File: src/rtl/cpu_pkg.sv
// Shared types and constants for the CPU front end (prefetch queue and fetch).
package cpu_pkg;

  localparam logic [31:0] RESET_PC_DEFAULT = 32'h0000_1000;
  localparam int          WIN_W            = 48;
  localparam int          MAX_TAKE         = 3;

  typedef logic [15:0] hw_t;

  typedef enum logic {
    ST_IDLE,
    ST_REQ
  } fetch_state_e;

endpackage

File: src/rtl/cpu_hw_queue.sv
// Circular halfword FIFO: 0-2 halfword write, 0-3 halfword advance, flush,
// occupancy and a 3-halfword read window (oldest in the top slice).
module cpu_hw_queue
  import cpu_pkg::*;
#(
  parameter  int DEPTH = 8,
  localparam int PW    = $clog2(DEPTH),
  localparam int OW    = $clog2(DEPTH + 1)
) (
  input  logic             clk_i,
  input  logic             rst_i,
  input  logic             flush_i,
  input  logic [1:0]       wr_n_i,
  input  hw_t              wr_hw0_i,
  input  hw_t              wr_hw1_i,
  input  logic [1:0]       rd_n_i,
  output logic [OW-1:0]    occ_o,
  output logic [WIN_W-1:0] win_o
);

  hw_t           r_mem [DEPTH];
  logic [PW-1:0] r_rd_ptr;
  logic [PW-1:0] r_wr_ptr;
  logic [OW-1:0] r_occ;

  // Pointer advance modulo DEPTH; DEPTH need not be a power of two.
  function automatic logic [PW-1:0] ptr_add(input logic [PW-1:0] p, input logic [1:0] k);
    logic [PW:0] s;
    s = {1'b0, p} + (PW + 1)'(k);
    if (s >= (PW + 1)'(DEPTH)) s = s - (PW + 1)'(DEPTH);
    return s[PW-1:0];
  endfunction

  // NOTE: storage is deliberately not reset; occupancy alone defines validity.
  always_ff @(posedge clk_i) begin
    if (!flush_i) begin
      if (wr_n_i != 2'd0) r_mem[r_wr_ptr] <= wr_hw0_i;
      if (wr_n_i == 2'd2) r_mem[ptr_add(r_wr_ptr, 2'd1)] <= wr_hw1_i;
    end
  end

  always_ff @(posedge clk_i) begin
    if (rst_i || flush_i) begin
      r_rd_ptr <= '0;
      r_wr_ptr <= '0;
      r_occ    <= '0;
    end else begin
      r_wr_ptr <= ptr_add(r_wr_ptr, wr_n_i);
      r_rd_ptr <= ptr_add(r_rd_ptr, rd_n_i);
      r_occ    <= r_occ + OW'(wr_n_i) - OW'(rd_n_i);
    end
  end

  // Slots beyond occupancy read as zero so the window is clean after reset.
  always_comb begin
    win_o = '0;
    if (r_occ >= OW'(1)) win_o[47:32] = r_mem[r_rd_ptr];
    if (r_occ >= OW'(2)) win_o[31:16] = r_mem[ptr_add(r_rd_ptr, 2'd1)];
    if (r_occ >= OW'(3)) win_o[15:0]  = r_mem[ptr_add(r_rd_ptr, 2'd2)];
  end

  assign occ_o = r_occ;

endmodule

File: src/rtl/cpu_prefetch.sv
// Instruction prefetch: word requests to imem, halfword queue, 3-halfword
// window for cpu_fetch, and redirect handling including odd-halfword targets.
module cpu_prefetch
  import cpu_pkg::*;
#(
  parameter logic [31:0] RESET_PC = RESET_PC_DEFAULT,
  parameter int          DEPTH    = 8
) (
  input  logic             clk_i,
  input  logic             rst_i,
  output logic             imem_req_o,
  output logic [31:0]      imem_addr_o,
  input  logic             imem_ack_i,
  input  logic [31:0]      imem_data_i,
  input  logic             redirect_i,
  input  logic [31:0]      redirect_pc_i,
  output logic [WIN_W-1:0] win_o,
  output logic [1:0]       count_o,
  output logic [31:0]      pc_o,
  input  logic [1:0]       take_i
);

  localparam int OW = $clog2(DEPTH + 1);

  fetch_state_e  r_state;
  fetch_state_e  w_state_nxt;
  logic [31:0]   r_fetch_addr;
  logic [31:0]   r_pc;
  logic          r_skip_hi;
  logic          w_ack;
  logic [1:0]    w_wr_n;
  logic [1:0]    w_take;
  hw_t           w_wr_hw0;
  logic [OW-1:0] w_occ;
  logic          w_unused_pc0;

  // A redirect discards any same-cycle ack and consumption.
  assign w_ack    = (r_state == ST_REQ) && imem_ack_i && !redirect_i;
  assign w_wr_n   = w_ack ? (r_skip_hi ? 2'd1 : 2'd2) : 2'd0;
  assign w_take   = redirect_i ? 2'd0 : take_i;
  assign w_wr_hw0 = r_skip_hi ? imem_data_i[15:0] : imem_data_i[31:16];

  cpu_hw_queue #(.DEPTH(DEPTH)) u_queue (
    .clk_i    (clk_i),
    .rst_i    (rst_i),
    .flush_i  (redirect_i),
    .wr_n_i   (w_wr_n),
    .wr_hw0_i (w_wr_hw0),
    .wr_hw1_i (imem_data_i[15:0]),
    .rd_n_i   (w_take),
    .occ_o    (w_occ),
    .win_o    (win_o)
  );

  // NOTE: next-state is defaulted first so no path through the case infers a latch.
  always_comb begin
    w_state_nxt = r_state;
    unique case (r_state)
      ST_IDLE: if (w_occ <= OW'(DEPTH - 2)) w_state_nxt = ST_REQ;
      ST_REQ:  if (imem_ack_i)              w_state_nxt = ST_IDLE;
      default:                              w_state_nxt = ST_IDLE;
    endcase
    if (redirect_i) w_state_nxt = ST_IDLE;
  end

  always_ff @(posedge clk_i) begin
    if (rst_i) begin
      r_state      <= ST_IDLE;
      r_pc         <= RESET_PC;
      r_fetch_addr <= {RESET_PC[31:2], 2'b00};
      r_skip_hi    <= RESET_PC[1];
    end else begin
      r_state <= w_state_nxt;
      if (redirect_i) begin
        r_pc         <= {redirect_pc_i[31:1], 1'b0};
        r_fetch_addr <= {redirect_pc_i[31:2], 2'b00};
        r_skip_hi    <= redirect_pc_i[1];
      end else begin
        r_pc <= r_pc + {29'd0, w_take, 1'b0};
        if (w_ack) begin
          r_fetch_addr <= r_fetch_addr + 32'd4;
          r_skip_hi    <= 1'b0;
        end
      end
    end
  end

  assign imem_req_o   = (r_state == ST_REQ);
  assign imem_addr_o  = r_fetch_addr;
  assign pc_o         = r_pc;
  assign count_o      = (w_occ >= OW'(MAX_TAKE)) ? 2'd3 : w_occ[1:0];
  assign w_unused_pc0 = redirect_pc_i[0];

endmodule

File: config.mk
export PLATFORM = sky130hd
export DESIGN_NAME = cpu_prefetch
export DESIGN_NICKNAME = d
export VERILOG_FILES = /design/src/rtl/cpu_pkg.sv /design/src/rtl/cpu_hw_queue.sv /design/src/rtl/cpu_prefetch.sv
export SDC_FILE = /design/constraint.sdc
export NUM_CORES = 1
export LEC_CHECK = 0
export ABC_AREA = 1
export BUFFER_PORTS_ARGS = -buffer_cell sky130_fd_sc_hd__buf_2
export CAP_MARGIN = 20
export CORE_MARGIN = 1.5
export CORE_UTILIZATION = 40
export CTS_BUF_LIST = sky130_fd_sc_hd__clkbuf_16
export DETAILED_ROUTE_END_ITERATION = 6
export SLEW_MARGIN = 10
export SYNTH_ARGS = -nofsm -noshare
export SYNTH_HDL_FRONTEND = slang
export SYNTH_SLANG_ARGS = --single-unit
File: constraint.sdc
create_clock -name clk_i -period 8.15 [get_ports clk_i]
set_input_delay 1.2225 -clock clk_i [delete_from_list [all_inputs] [get_ports clk_i]]
set_output_delay 1.2225 -clock clk_i [all_outputs]
set_load 0.01 [all_outputs]
After elaboration in Yosys (flattened, before gate mapping) --
Memories as Yosys holds them, arrays and structs flattened. A register that Yosys moved wholly into a read port is not among the register bits. Index checks and enable logic that the tools add are counted. W data, S select, Z words.
Operators by class: add/subtract/negate cells 14, multipliers 0, divide/modulo/power cells 0, magnitude comparators 9, equality and inequality tests 1, shift-type cells 0, mux-type cells 32, bitwise operators 1, reductions and logical operators 7
Operators by type and width (count):
- $mux W32 | 3
- $mux W16 | 4
- $add A32 B3 Y32 | 1
- $add A32 B3 Y32 const B | 1
- $mux W3 | 10
- $ge A4 B4 Y1 const B | 5
- $sub A3 B1 Y3 const B | 5
- $mux W1 | 10
- $add A3 B1 Y4 const B | 2
- $add A3 B2 Y4 | 2
- $ge A4 B2 Y1 const B | 2
- $mux W2 | 4
- $add A3 B2 Y4 const B | 1
- $add A4 B2 Y4 | 1
- $ge A4 B1 Y1 const B | 1
- $le A4 B3 Y1 const B | 1
- $reduce_bool A2 Y1 | 2
- $sub A4 B2 Y4 | 1
- $eq A2 B2 Y1 const B | 1
- $logic_and A1 B1 Y1 | 2
- $pmux W1 S2 | 1
- $reduce_or A2 Y1 | 1
- $logic_not A1 Y1 | 1
- $logic_or A1 B1 Y1 | 1
- $not A1 Y1 | 1
Word-level totals: flip-flop bits (word level) 76, bits in latches 0, memory bits (writable) 128, memory bits (read-only) 0, bits of input ports 70, output and inout port bits 115, word-level logic and storage cells 74, memories kept 1
Memories:
- u_queue.r_mem | depth 8, width 16, rd ports 3, clocked after Yosys merged registers in 1, write ports 2, RTL line cpu_hw_queue.sv:21 | hw_t r_mem [DEPTH];

Logic depth before layout (Yosys ltp) --
Gate-level depths: netlist (run 1).
word-level depth 7, mapped depth 17, depth with buffers taken out 16

Modules after synthesis --
A second synthesis (run 1) with hierarchy kept.
Unflattened totals: cell total of the unflattened synthesis 2271, area total of the unflattened synthesis 14286.2 sq um
By module, submodules not included:
- cpu_hw_queue | instances 1, cells each 1533, area each 10023.4 sq um
- cpu_prefetch | instances 1, cells each 738, area each 4262.8 sq um

Worst setup path after synthesis (run 1) --
Ideal clock, no wire load.
path type input to register, start in imem_ack_i, end mem u_queue.r_mem[6][0] in the netlist's numbering, enable pin, library setup time 0.411 ns, arrival time 3.014 ns, data required time 7.739 ns, path slack 4.725 ns, stages 5, buffers on the path 1, path through nand2_2 nor2_4 clkbuf_1 nand3_1 o21ai_0
RTL lines:
- from (decl) | RTL line cpu_prefetch.sv:13 | input logic imem_ack_i,
- to (decl) | RTL line cpu_hw_queue.sv:21

==> results.cfg, run 1 <==
[run_status]
status = finished clean

[global_route]
met2_usage_pct = 44.2
top_usage_layer = met2
grt_pass1_wl_um = 68800
antenna_found_initial = 2
track_usage_pct = 26.9
gr-total-overflow = 0
grtUsageMet3_pct = 3.83
grtUsageMet1_pct = 36.0
grt_max_degree = 121
grt_pass1_vias = 11926

[cells_and_area]
multi_input_area_mm2 = 0.00657
final_common_cell = nand2_1
seqCellArea_mm2 = 0.00531
syn2layout_area_growth_pct = 15.1
nets = 2034
finalCoreUtilization_pct = 46.9
fin_cells = 2368
mostFrequentLayoutCells = nand2_1, o21ai_0, buf_2
n_fill_cell = 3264
drive_above_1_share_pct = 15.0

[setup_path]
worstPathArrival_ns = 3.44
crit_chain = nand2_1 -> clkinv_1 -> a211oi_1 -> buf_2
rr_endpoint = u_queue.r_mem[6][0]
critPathSlowestCell = clkinv_1
cp_top_family = buffers and inverters
crit_fanout = 17
r2r_cells = 7
worstReg2RegStart = imem_req_o
critPathRequiredTime_ns = 6.93
r2r_slack_ns = 4.87
crit_type = reg -> out
cp-end-kind = output port
slowest_delay_ns = 0.91
critPathLaunchType = register
path_buf_inv = 2
crit_start = u_queue.r_rd_ptr[2]

[drt]
drc_errors = 0
wire_per_inst_um = 19.3
first_pass_iters = 5
viasPerCell = 5.55
drt_iter0_drc = 1227
wl_um = 45800
num_vias = 13137
postRouteAntennaNets = 0

[clock_tree]
cts_setup_buffers = 0
holdBufCountCts = 0
cts_buffers = 24
cts_resized = 0
root_buffer = clkbuf_16
tritoncts = built
clk_path_buf_depth = 3
clkSinkCount = 201
htreeDepth = 1
clk_pin_slew_ns = 0.07
clock_latency_ns = 0.52

[timing]
period_share_pct = 57.3
fmax_ghz = 0.214
final_hold_viol_count = 0
finalMaxSlewViolations = 0
period_minus_slack_ns = 4.67
setup_viol = 0
timing.final.ws_setup_ns = 3.48
worst_slew_pin_slew_ns = 1.09
slew_headroom_pct = 27.4
fin_worst_skew_ns = 0.00950
fin_hold_ws_ns = 0.542
tns_ns = 0
rsz0062_at_grt = false

[yosys]
synth_enable_flop_cells = 128
async_reset_ff_share_pct = 0
ys_types = 48
synthesis.area_mm2 = 0.0129
yosysSeqAreaShare_pct = 41.0
ys_ff_latch = 201
synth_area_per_cell_um2 = 7.12
synth_warnings = 0
netlist_instances = 1816
ys.flop_type = edfxtp_1

[floorplan]
die-area_mm2 = 0.0334
die_h_um = 183
start_util_pct = 40.8
die_w_um = 183
io_pins = 185
core-area_mm2 = 0.0317
placementRows = 65

[placement]
routabilityCongestion = 0.950
hpwlAfterDp_um = 31000
placed_cells = 2322
port_buffers = 180
dp_slack_ns = 3.81

[min_path]
hold_path_depth = 2
hold_path_end = imem_addr_o[3]
min_from = imem_addr_o[3]
min_path_type = reg -> reg

[pwr]
leakagePower_uw = 0.00601
ir_drop_v = 0.000138
powerDensity_mw_per_mm2 = 179

[flow_run]
max-cap-violations = 0
tightest hold or removal path: stages (launching register included):
cell	delay (ns)
dfxtp_1	0.35
nand2_1	0.08
a31oi_1	0.06
cell type report:
type,count,share of cell area [%]
multi-input combinational,1345,44.2
sequential,201,35.7
timing repair buffer,198,6.96
inverter,176,4.47
clock buffer,25,4.20
tap,402,3.38
clock inverter,19,1.09
antenna,2,0.0336
stage by stage:
step                      cell area [um^2]  power, uW
after floorplan                      12900       1410
after global placement               14100       1580
after detailed placement             14100       1590
after CTS                            14900       2660
after global routing                 14900       2750
final                                14900       2660
synth_stat cells, types with 5 or more instances:
master | instances | area (um^2)
a211oi_1 | 28 | 210
a21oi_1 | 52 | 260
a31oi_1 | 9 | 56.3
buf_2 | 28 | 140
buf_4 | 14 | 105
clkbuf_1 | 52 | 195
dfxtp_1 | 73 | 1460
edfxtp_1 | 128 | 3840
ha_1 | 16 | 200
inv_1 | 170 | 638
nand2_1 | 551 | 2070
nand3_1 | 63 | 315
nand3_2 | 5 | 50.1
nand4_1 | 6 | 37.5
nor2_1 | 151 | 567
nor2_4 | 8 | 90.1
nor3_1 | 29 | 145
o21ai_0 | 291 | 1460
o21ai_1 | 12 | 60.1
o21bai_1 | 5 | 37.5
o221a_2 | 15 | 169
o22ai_1 | 39 | 244
or2_2 | 5 | 31.3
xnor2_1 | 10 | 87.6
xor2_1 | 13 | 114
where the power goes:
group | internal [uW] | total, uW | switching (uW) | leakage, uW
clock network | 647 | 1090 | 443 | 0.000402
logic | 141 | 423 | 282 | 0.00386
registers | 1110 | 1150 | 33.1 | 0.00175
total | 1900 | 2660 | 758 | 0.00601
logic make-up after synthesis:
kind of cell | after synthesis | share of synthesized area, %
buffers and inverters | 272 | 8.67
AOI/OAI and AO/OA | 464 | 20.1
xor gates and xnor gates | 23 | 1.56
muxes | 1 | 0.0774
DFF | 201 | 41.0
and+or+nand+nor | 836 | 26.6
adders and majority gates | 18 | 1.86
other | 1 | 0.0290
worst max path at each step:
stage | end | cells after the start
3_3_place_gp | u_queue.r_mem[6][13] | 7
5_1_grt | win_o[3] | 6
3_5_place_dp | u_queue.r_mem[6][13] | 7
6_report | win_o[33] | 4
4_1_cts | win_o[33] | 4
2_1_floorplan | u_queue.r_mem[6][0] | 5
sequential cells by signal (all words and copies together), names as in the netlist:
| name | count |
|---|---|
| u_queue.r_mem | 128 |
| pc_o | 31 |
| imem_addr_o | 30 |
| u_queue.occ_o | 4 |
| u_queue.r_rd_ptr | 3 |
| u_queue.r_wr_ptr | 3 |
| imem_req_o | 1 |
| r_skip_hi | 1 |
per-layer routing:
layer,part of all wire (%),vias up,wire length [um]
met1,42,6078,19400
met2,46,626,21200
met3,8.4,85,3860
li1,-,6348,-
met5,0,-,0
met4,3.1,0,1430
(Power assumes the default switching activity.)
==> run 2: changes to the inputs <==
clock period = 4.6 ns   (was 8.15 ns; I/O delays follow)
==> results.cfg, run 2 (synthesis results as in run 1) <==
[run_status]
status = finished clean

[pwr]
swShare_pct = 28.6
intPower_uw = 3390
powerDensity_mw_per_mm2 = 316
p_clk_share_pct = 41.1
comb_power_share_pct = 16.1
leakagePower_uw = 0.00610
switchingPower_uw = 1360
ir_drop_v = 0.000220
pwr-share-seq_pct = 42.9

[floorplan]
core-area_mm2 = 0.0317
die_h_um = 183
placementRows = 65
die_w_um = 183
io_pins = 185
start_util_pct = 40.8
die-area_mm2 = 0.0334

[global_route]
grt_pass1_wl_um = 68300
grt_pass1_vias = 12191
grt_max_degree = 133
gr-total-overflow = 0
track_usage_pct = 26.8
antenna_found_initial = 5

[drt]
viasPerCell = 5.54
wl_um = 45800
drt_iter0_drc = 1135
wire_per_inst_um = 19.2
postRouteAntennaNets = 0
first_pass_iters = 6
drc_errors = 0
num_vias = 13187

[clock_tree]
clock_latency_ns = 0.53
cts_resized = 0
clkSinkCount = 201
clk_path_buf_depth = 3
clk_pin_slew_ns = 0.06
tritoncts = built
cts_setup_buffers = 0
htreeDepth = 1
holdBufCountCts = 0
root_buffer = clkbuf_16
cts_buffers = 24

[placement]
routabilityCongestion = 0.957
hpwlAfterDp_um = 31500
port_buffers = 180
placed_cells = 2332

[timing]
rsz0062_at_grt = false
final_hold_viol_count = 0
period_share_pct = 84.4
slew_headroom_pct = 32.6
fmax_ghz = 0.257
tns_ns = 0
setup_viol = 0
fin_worst_skew_ns = 0.0141
period_minus_slack_ns = 3.88
finalMaxSlewViolations = 0
worst_slew_pin_slew_ns = 1.01

[cells_and_area]
nets = 2046
fin_cells = 2382
drive_above_1_share_pct = 15.7
mostFrequentLayoutCells = nand2_1, o21ai_0, buf_2
top_register = u_queue.r_mem
final_common_cell = nand2_1
syn2layout_area_growth_pct = 16.2
largest_reg_flops = 128

[setup_path]
critPathRequiredTime_ns = 3.91
slowest_delay_ns = 0.68
crit_type = reg -> out
path_buf_inv = 3
crit_fanout = 47
cp-end-kind = output port
worstPathArrival_ns = 3.19
critPathLaunchType = register
critPathSlowestCell = inv_1
crit_chain = ha_1 -> xnor2_1 -> inv_1 -> buf_4 -> nor3_1 -> nor3_1 -> buf_2
cp_top_family = buffers and inverters
crit_path_frequent_cell = nor3_1

[flow_run]
max-cap-violations = 0

[min_path]
min_path_type = in -> reg
[run 2: cell type report]
class | instances | area [um^2]
antenna | 4 | 10.0
sequential | 201 | 5310
clock buffer | 25 | 626
clock inverter | 19 | 175
inverter | 176 | 666
multi-input combinational | 1345 | 6570
timing repair buffer | 210 | 1170
tap | 402 | 503
fill | 3193 | 16700
[run 2: stage by stage]
step / utilization, % / cell area, um^2 / worst slack [ns] / total power, uW / hold slack (ns)
detailed placement: 44.7 / 14200 / 1.18 / 2830 / 0.529
CTS: 47.2 / 15000 / 0.649 / 4750 / 0.372
finish: 47.4 / 15000 / 0.716 / 4750 / 0.389
global route: 47.4 / 15000 / 0.611 / 4910 / 0.401
floorplan: - / 12900 / 1.71 / 2490 / 0.478
global placement: 44.6 / 14100 / 1.25 / 2800 / 0.528
[run 2: routing by layer]
metal	up-vias	part of all wire (%)	GRT usage, %
met5	-	0.020	0
met4	2	4.1	11.6
met3	109	6.8	3.47
met2	569	47	45.8
met1	6133	42	34.2
li1	6374	-	-
[run 2: path summary, 6_finish.rpt]
check	startpoint	endpoint	slack [ns]	depth (start not counted)
setup / recovery	u_queue.r_rd_ptr[0]	win_o[25]	0.72	7
hold / removal	redirect_pc_i[26]	pc_o[26]	0.39	3
setup reg to reg	imem_req_o	u_queue.r_mem[1][5]	1.57	7
hold reg to reg	imem_addr_o[3]	imem_addr_o[3]	0.54	2
[run 2: tightest hold or removal path, cell delays in order]
cell and delay [ns]:
buf_2 0.10, nand2_1 0.05, nand2_1 0.05
[run 2: power by group through the flow]
| stage | clock network [uW] | registers (uW) | logic [uW] |
|---|---|---|---|
| final | 1950 | 2040 | 765 |
| after global placement | 0 | 2070 | 730 |
| after global routing | 2030 | 2040 | 837 |
| after floorplan | 0 | 2070 | 427 |
| after detailed placement | 0 | 2070 | 753 |
| after CTS | 1960 | 2030 | 757 |
